File: config.mk
export PLATFORM = sky130hd
export DESIGN_NAME = ext_bus_ctrl_flat
export DESIGN_NICKNAME = d
export VERILOG_FILES = /design/src/rtl/ext_bus_ctrl_if.sv /design/src/rtl/ext_bus_ctrl.sv /design/src/flat_wrapper.sv
export SDC_FILE = /design/constraint.sdc
export NUM_CORES = 1
export LEC_CHECK = 0
export CAP_MARGIN = 25
export CORE_MARGIN = 4
export CORE_UTILIZATION = 30
export CTS_CLUSTER_DIAMETER = 50
export DETAILED_ROUTE_END_ITERATION = 10
export MAX_ROUTING_LAYER = met4
export PLACE_DENSITY_LB_ADDON = 0.1
export SLEW_MARGIN = 5
export SYNTH_ARGS = -nofsm -noshare
export SYNTH_HDL_FRONTEND = slang
export SYNTH_SLANG_ARGS = --single-unit
export TNS_END_PERCENT = 50
File: constraint.sdc
create_clock -name clk -period 2.6 [get_ports clk]
set_input_delay 0.78 -clock clk [delete_from_list [all_inputs] [get_ports clk]]
set_output_delay 0.78 -clock clk [all_outputs]
set_load 0.02 [all_outputs]
File: src/rtl/ext_bus_ctrl_if.sv
// Requester handshakes plus external multiplexed bus pins for ext_bus_ctrl.
// master: the CPU/debug requesters together with the external device;
// slave: the controller.
interface ext_bus_ctrl_if;
  logic        cpu_req;
  logic        cpu_we;
  logic [1:0]  cpu_space;
  logic [15:0] cpu_addr;
  logic [7:0]  cpu_wdata;
  logic        cpu_ack;
  logic [7:0]  cpu_rdata;

  logic        dbg_req;
  logic        dbg_we;
  logic [1:0]  dbg_space;
  logic [15:0] dbg_addr;
  logic [7:0]  dbg_wdata;
  logic        dbg_ack;
  logic [7:0]  dbg_rdata;

  logic [7:0]  bus_in;
  logic [7:0]  bus_out;
  logic        bus_oe;
  logic        le_lo;
  logic        le_hi;
  logic        oe_n;
  logic        we_n;
  logic        iod;
  logic        ioc;

  modport master (
    output cpu_req, cpu_we, cpu_space, cpu_addr, cpu_wdata,
    input  cpu_ack, cpu_rdata,
    output dbg_req, dbg_we, dbg_space, dbg_addr, dbg_wdata,
    input  dbg_ack, dbg_rdata,
    output bus_in,
    input  bus_out, bus_oe, le_lo, le_hi, oe_n, we_n, iod, ioc
  );

  modport slave (
    input  cpu_req, cpu_we, cpu_space, cpu_addr, cpu_wdata,
    output cpu_ack, cpu_rdata,
    input  dbg_req, dbg_we, dbg_space, dbg_addr, dbg_wdata,
    output dbg_ack, dbg_rdata,
    input  bus_in,
    output bus_out, bus_oe, le_lo, le_hi, oe_n, we_n, iod, ioc
  );
endinterface

File: src/rtl/ext_bus_ctrl.sv
// Sequencer and two-port arbiter for the AS2650 multiplexed 8-bit external bus.
// Each transfer runs ALO -> (AHI) -> ACC x (WAIT_STATES+1) -> DONE; the address
// high byte is cached so AHI is skipped while the page is unchanged.
// All bus outputs are registered: they are loaded on the edge entering a phase.
module ext_bus_ctrl #(
  parameter int WAIT_STATES = 1
) (
  input logic clk,
  input logic rst_n,
  ext_bus_ctrl_if.slave bus
);
  typedef enum logic [2:0] {IDLE, ALO, AHI, ACC, DONE} state_t;

  localparam logic [2:0] LAST_CNT = 3'(WAIT_STATES);

  state_t      state;
  logic        owner;
  logic        last;
  logic        req_we;
  logic [1:0]  req_space;
  logic [15:0] req_addr;
  logic [7:0]  req_wdata;
  logic [7:0]  hi_shadow;
  logic        hi_valid;
  logic [2:0]  cnt;

  logic        any_req;
  logic        grant_dbg;
  logic [15:0] sel_addr;
  logic        need_hi;
  logic        enter_acc;
  logic        acc_oe_n;
  logic        acc_we_n;
  logic        acc_bus_oe;
  logic [7:0]  acc_bus_out;
  logic        acc_iod;
  logic        acc_ioc;

  // Arbitration, page-cache lookup and the strobe pattern of the access phase
  always_comb begin
    any_req   = bus.cpu_req | bus.dbg_req;
    grant_dbg = bus.dbg_req;
    if (bus.cpu_req && bus.dbg_req) grant_dbg = ~last;
    sel_addr  = grant_dbg ? bus.dbg_addr : bus.cpu_addr;
    need_hi   = !hi_valid || (req_addr[15:8] != hi_shadow);
    enter_acc = ((state == ALO) && !need_hi) || (state == AHI) ||
                ((state == ACC) && (cnt != LAST_CNT));
    acc_oe_n    = req_we;
    acc_we_n    = ~req_we;
    acc_bus_oe  = req_we;
    acc_bus_out = req_we ? req_wdata : 8'h00;
    acc_iod     = (req_space == 2'd1);
    acc_ioc     = (req_space == 2'd2);
  end

  // Transfer sequencer with registered bus strobes, acks and read data
  always_ff @(posedge clk or negedge rst_n) begin
    if (!rst_n) begin
      state         <= IDLE;
      owner         <= 1'b0;
      last          <= 1'b1;
      req_we        <= 1'b0;
      req_space     <= 2'd0;
      req_addr      <= 16'h0000;
      req_wdata     <= 8'h00;
      hi_shadow     <= 8'h00;
      hi_valid      <= 1'b0;
      cnt           <= 3'd0;
      bus.le_lo     <= 1'b0;
      bus.le_hi     <= 1'b0;
      bus.oe_n      <= 1'b1;
      bus.we_n      <= 1'b1;
      bus.iod       <= 1'b0;
      bus.ioc       <= 1'b0;
      bus.bus_oe    <= 1'b0;
      bus.bus_out   <= 8'h00;
      bus.cpu_ack   <= 1'b0;
      bus.dbg_ack   <= 1'b0;
      bus.cpu_rdata <= 8'h00;
      bus.dbg_rdata <= 8'h00;
    end else begin
      bus.le_lo   <= 1'b0;
      bus.le_hi   <= 1'b0;
      bus.oe_n    <= 1'b1;
      bus.we_n    <= 1'b1;
      bus.iod     <= 1'b0;
      bus.ioc     <= 1'b0;
      bus.bus_oe  <= 1'b0;
      bus.bus_out <= 8'h00;
      bus.cpu_ack <= 1'b0;
      bus.dbg_ack <= 1'b0;
      case (state)
        IDLE: begin
          if (any_req) begin
            owner       <= grant_dbg;
            req_we      <= grant_dbg ? bus.dbg_we    : bus.cpu_we;
            req_space   <= grant_dbg ? bus.dbg_space : bus.cpu_space;
            req_wdata   <= grant_dbg ? bus.dbg_wdata : bus.cpu_wdata;
            req_addr    <= sel_addr;
            state       <= ALO;
            bus.le_lo   <= 1'b1;
            bus.bus_oe  <= 1'b1;
            bus.bus_out <= sel_addr[7:0];
          end
        end
        ALO: begin
          cnt <= 3'd0;
          if (need_hi) begin
            state       <= AHI;
            bus.le_hi   <= 1'b1;
            bus.bus_oe  <= 1'b1;
            bus.bus_out <= req_addr[15:8];
          end else begin
            state <= ACC;
          end
        end
        AHI: begin
          hi_shadow <= req_addr[15:8];
          hi_valid  <= 1'b1;
          cnt       <= 3'd0;
          state     <= ACC;
        end
        ACC: begin
          if (cnt == LAST_CNT) begin
            state <= DONE;
            if (owner) begin
              bus.dbg_ack <= 1'b1;
              if (!req_we) bus.dbg_rdata <= bus.bus_in;
            end else begin
              bus.cpu_ack <= 1'b1;
              if (!req_we) bus.cpu_rdata <= bus.bus_in;
            end
          end else begin
            cnt <= cnt + 3'd1;
          end
        end
        DONE: begin
          last  <= owner;
          state <= IDLE;
        end
        default: state <= IDLE;
      endcase
      if (enter_acc) begin
        bus.oe_n    <= acc_oe_n;
        bus.we_n    <= acc_we_n;
        bus.bus_oe  <= acc_bus_oe;
        bus.bus_out <= acc_bus_out;
        bus.iod     <= acc_iod;
        bus.ioc     <= acc_ioc;
      end
    end
  end
endmodule

File: src/flat_wrapper.sv
// flat-port wrapper written by rule: the top's interface ports become plain ports
module ext_bus_ctrl_flat 
#(
  parameter int WAIT_STATES = 1
)
  (clk, rst_n, bus_cpu_req, bus_cpu_we, bus_cpu_space, bus_cpu_addr, bus_cpu_wdata, bus_cpu_ack, bus_cpu_rdata, bus_dbg_req, bus_dbg_we, bus_dbg_space, bus_dbg_addr, bus_dbg_wdata, bus_dbg_ack, bus_dbg_rdata, bus_bus_in, bus_bus_out, bus_bus_oe, bus_le_lo, bus_le_hi, bus_oe_n, bus_we_n, bus_iod, bus_ioc);
  ext_bus_ctrl_if bus_i ();
  input logic clk;
  input logic rst_n;
  input wire logic [$bits(bus_i.cpu_req)-1:0] bus_cpu_req;
  input wire logic [$bits(bus_i.cpu_we)-1:0] bus_cpu_we;
  input wire logic [$bits(bus_i.cpu_space)-1:0] bus_cpu_space;
  input wire logic [$bits(bus_i.cpu_addr)-1:0] bus_cpu_addr;
  input wire logic [$bits(bus_i.cpu_wdata)-1:0] bus_cpu_wdata;
  output wire logic [$bits(bus_i.cpu_ack)-1:0] bus_cpu_ack;
  output wire logic [$bits(bus_i.cpu_rdata)-1:0] bus_cpu_rdata;
  input wire logic [$bits(bus_i.dbg_req)-1:0] bus_dbg_req;
  input wire logic [$bits(bus_i.dbg_we)-1:0] bus_dbg_we;
  input wire logic [$bits(bus_i.dbg_space)-1:0] bus_dbg_space;
  input wire logic [$bits(bus_i.dbg_addr)-1:0] bus_dbg_addr;
  input wire logic [$bits(bus_i.dbg_wdata)-1:0] bus_dbg_wdata;
  output wire logic [$bits(bus_i.dbg_ack)-1:0] bus_dbg_ack;
  output wire logic [$bits(bus_i.dbg_rdata)-1:0] bus_dbg_rdata;
  input wire logic [$bits(bus_i.bus_in)-1:0] bus_bus_in;
  output wire logic [$bits(bus_i.bus_out)-1:0] bus_bus_out;
  output wire logic [$bits(bus_i.bus_oe)-1:0] bus_bus_oe;
  output wire logic [$bits(bus_i.le_lo)-1:0] bus_le_lo;
  output wire logic [$bits(bus_i.le_hi)-1:0] bus_le_hi;
  output wire logic [$bits(bus_i.oe_n)-1:0] bus_oe_n;
  output wire logic [$bits(bus_i.we_n)-1:0] bus_we_n;
  output wire logic [$bits(bus_i.iod)-1:0] bus_iod;
  output wire logic [$bits(bus_i.ioc)-1:0] bus_ioc;
  assign bus_i.cpu_req = bus_cpu_req;
  assign bus_i.cpu_we = bus_cpu_we;
  assign bus_i.cpu_space = bus_cpu_space;
  assign bus_i.cpu_addr = bus_cpu_addr;
  assign bus_i.cpu_wdata = bus_cpu_wdata;
  assign bus_cpu_ack = bus_i.cpu_ack;
  assign bus_cpu_rdata = bus_i.cpu_rdata;
  assign bus_i.dbg_req = bus_dbg_req;
  assign bus_i.dbg_we = bus_dbg_we;
  assign bus_i.dbg_space = bus_dbg_space;
  assign bus_i.dbg_addr = bus_dbg_addr;
  assign bus_i.dbg_wdata = bus_dbg_wdata;
  assign bus_dbg_ack = bus_i.dbg_ack;
  assign bus_dbg_rdata = bus_i.dbg_rdata;
  assign bus_i.bus_in = bus_bus_in;
  assign bus_bus_out = bus_i.bus_out;
  assign bus_bus_oe = bus_i.bus_oe;
  assign bus_le_lo = bus_i.le_lo;
  assign bus_le_hi = bus_i.le_hi;
  assign bus_oe_n = bus_i.oe_n;
  assign bus_we_n = bus_i.we_n;
  assign bus_iod = bus_i.iod;
  assign bus_ioc = bus_i.ioc;
  ext_bus_ctrl #(.WAIT_STATES(WAIT_STATES)) u_core (.clk(clk), .rst_n(rst_n), .bus(bus_i));
endmodule
==> results_dict.tcl <==
set metrics [dict create \
    antenna_found_initial 0 \
    cts_sinks 69 \
    htree_levels 3 \
    wl_per_cell_um 15.5 \
    powerDensity_nw_per_um2 1100 \
    worstSkewPairLatency_ps 330 \
    rows 37 \
    cp_max_fo 1 \
    status "finished clean" \
    io_buffers 98 \
    dieWidth_um 112 \
    async_reset_ff_share_pct 100 \
    grt_max_degree 70 \
    critPathCaptureType "primary output" \
    hold_buffers 0 \
    ant_nets 0 \
    ys_types 51 \
    path_clk_slew_ps 80 \
    maxCapViolCount 0 \
    die_h_um 112 \
    synth_seq_area_share_pct 53.6 \
    cp_top_family "buffers and inverters" \
    synth_mux_area_share_pct 17.7 \
    synthesis.area_um2 3230 \
    fin_worst_skew_ps 13.1 \
    dp_hpwl_um 5890 \
    fin_crit_ps 2240 \
    leakagePower_uw 0.00203 \
    grt_pass1_wl_um 13300 \
    worst_pin_slew_ps 521 \
    synth_top_family_by_area "multiplexers" \
    multi_input_area_um2 1430 \
    synthSimpleGateAreaFrac_pct 11.8 \
    hold_viol_final 0 \
    num-fill-cells 1019 \
    synth_edf_count 0 \
    ys_ff_latch 69 \
    fmax_mhz 447 \
    nets 442 \
    grt-ovfl-total 0 \
    cp_slowest_cell "clkdlybuf4s50_1" \
    dp_slack_ps 171 \
    ys_dominant_reg_cell "dfrtp_1" \
    synth_fa_ha_area_share_pct 0.775 \
    cp_cell_sequence "clkdlybuf4s50_1" \
    ctsResizeCount 0 \
    rsz0062_at_grt "false" \
    setup_slack_ps 362 \
    ios 99 \
    fin_crit_sh_pct 86.1 \
    cp_num_buf_inv 1 \
    grt_pass1_vias 2565 \
    grt.total_usage_pct 13.8 \
    critPathMaxStageDelay_ps 590 \
    syn_area_per_cell_um2 12.0 \
    die_area_um2 12500 \
    start_kind "flip-flop" \
    num_antenna_cells 0 \
    synth_nets 337 \
    setup_viol 0 \
    worstPathRequired_ps 1820 \
    postCtsSetupBuffers 0 \
    synth_xor_area_share_pct 1.90 \
    crit_type "flip-flop to primary output" \
    routed_wl_um 8010 \
    ff_latch_area_um2 1730 \
    synth_compound_area_share_pct 11.4 \
    core_area_um2 10400 \
    clockBufferDepth 2 \
    relSlewSlack_pct 65.0 \
    initial_core_util_pct 31.0 \
    gp_congestion 0.728 \
    root_buffer "clkbuf_8" \
    tritoncts "built" \
    synthesis.instances 269 \
    yosysWarnings 0 \
    drt_iter0_markers 66 \
    dr.pass1.iters 4 \
    peakVddDrop_v 0.000371 \
    finalSetupTns_ps 0 \
    vias_per_cell 4.64 \
    cts_buffers 9 \
    arrival_ps 1460 \
    vias 2389 \
    maxSlewViolCount 0 \
    drc_errors 0 \
    hold_path.class "flip-flop to flip-flop" \
    area_delta_synth_final_pct 44.9 \
    drive_gt1_share_pct 17.7 \
]
cell usage after synthesis (all sizes together) (2+ instances only):
master   number  area (um^2)
dfrtp        66         1650
nand2        31          116
mux2i        27          270
o21ai        25          125
mux2         24          300
nor2          9         33.8
buf           8         55.1
a21oi         6         30.0
a221o         5         50.1
clkbuf        5         18.8
inv           5         18.8
nor3          5         36.3
o2bb2ai       5         43.8
or2           4         25.0
xnor2         4         35.0
dfstp         3         78.8
nand2b        3         26.3
nand3         3         15.0
nor3b         3         27.5
xor2          3         26.3
a21boi        2         26.3
and2          2         17.5
and2b         2         16.3
ha            2         25.0
nor2b         2         12.5
state kept, by name, summed over array words and instances (netlist names), 2 cells and up:
register,flops
u_core.bus.bus_out,8
u_core.bus.cpu_rdata,8
u_core.bus.dbg_rdata,8
u_core.cnt,3
u_core.hi_shadow,8
u_core.req_addr,8
u_core.req_space,2
u_core.req_wdata,8
u_core.state,3
worst paths after layout:
kind,startpoint,endpoint,slack (ps),depth (start not counted)
max reg2reg,u_core.cnt[1],u_core.bus.dbg_rdata[7],510,8
max in group asynchronous,rst_n,u_core.last,1800,2
max,u_core.bus.oe_n,bus_oe_n,360,1
min,u_core.req_space[1],u_core.bus.iod,450,1
min reg2reg,u_core.req_space[1],u_core.bus.iod,450,1
min in group asynchronous,rst_n,u_core.bus.dbg_rdata[1],460,2
kinds of logic after synthesis:
group                    after synthesis
multiplexers                          51
XOR/XNOR                               7
adder cells (fa/ha/maj)                2
buffers and inverters                 18
AND/OR/NAND/NOR                       70
flip-flops                            69
AO/OA/AOI/OAI                         52
cells in the final DEF, fill, tap and decap left out, types with 3 or more instances in the layout:
master / synthesis / layout
xnor2_1: 4 / 4
a221o_1: 5 / 5
a21oi_1: 6 / 6
mux2_2: 16 / 16
dfstp_2: 3 / 3
clkbuf_8: 0 / 10
o21ai_0: 23 / 23
nor2_1: 9 / 9
mux2i_1: 27 / 27
buf_12: 0 / 3
mux2_4: 8 / 8
clkdlybuf4s50_1: 0 / 97
inv_1: 4 / 4
nand3_1: 3 / 3
or2_2: 3 / 3
buf_4: 1 / 6
o2bb2ai_1: 5 / 5
nor3_1: 4 / 4
bufinv_16: 0 / 3
xor2_1: 3 / 3
dfrtp_1: 66 / 66
nand2_1: 31 / 31
per-layer routing:
| metal | track usage, % | routed length, um | vias up |
|---|---|---|---|
| met5 | - | 0 | - |
| met4 | 3.41 | 21 | 0 |
| met3 | 4.51 | 504 | 2 |
| met2 | 21.4 | 3880 | 67 |
| met1 | 17.5 | 3600 | 1150 |
| li1 | - | - | 1170 |
worst reg2reg max path, stage by stage (launching register included):
cell	delay (ps)
dfrtp_1	410
inv_1	60
ha_1	170
and4b_4	270
nand2b_4	80
inv_2	50
and2_4	130
and2b_1	460
mux2_4	350
where the power goes:
group	switching, uW	leakage, uW	internal [uW]
Combinational	1050	0.00104	1130
Sequential	367	0.000869	1530
Clock	415	0.000124	668
layout make-up:
| class | count | share of cell area (%) |
|---|---|---|
| flip-flops and latches | 69 | 37.0 |
| clock inverters | 5 | 2.30 |
| well taps | 136 | 3.64 |
| repair buffers | 107 | 23.1 |
| clock buffers | 11 | 3.02 |
| multi-input cells | 182 | 30.5 |
| inverters | 5 | 0.401 |
metrics by stage:
step,area (um^2),util [%],total power (uW),std cells,hold slack [ps]
floorplan,3230,-,3240,269,423
global placement,4430,42.5,4110,499,438
detailed placement,4430,42.5,4130,499,445
CTS,4680,44.9,5230,515,457
global route,4680,44.9,5520,515,476
finish,4680,44.9,5160,515,453
Power figures use the tool's default switching activity.
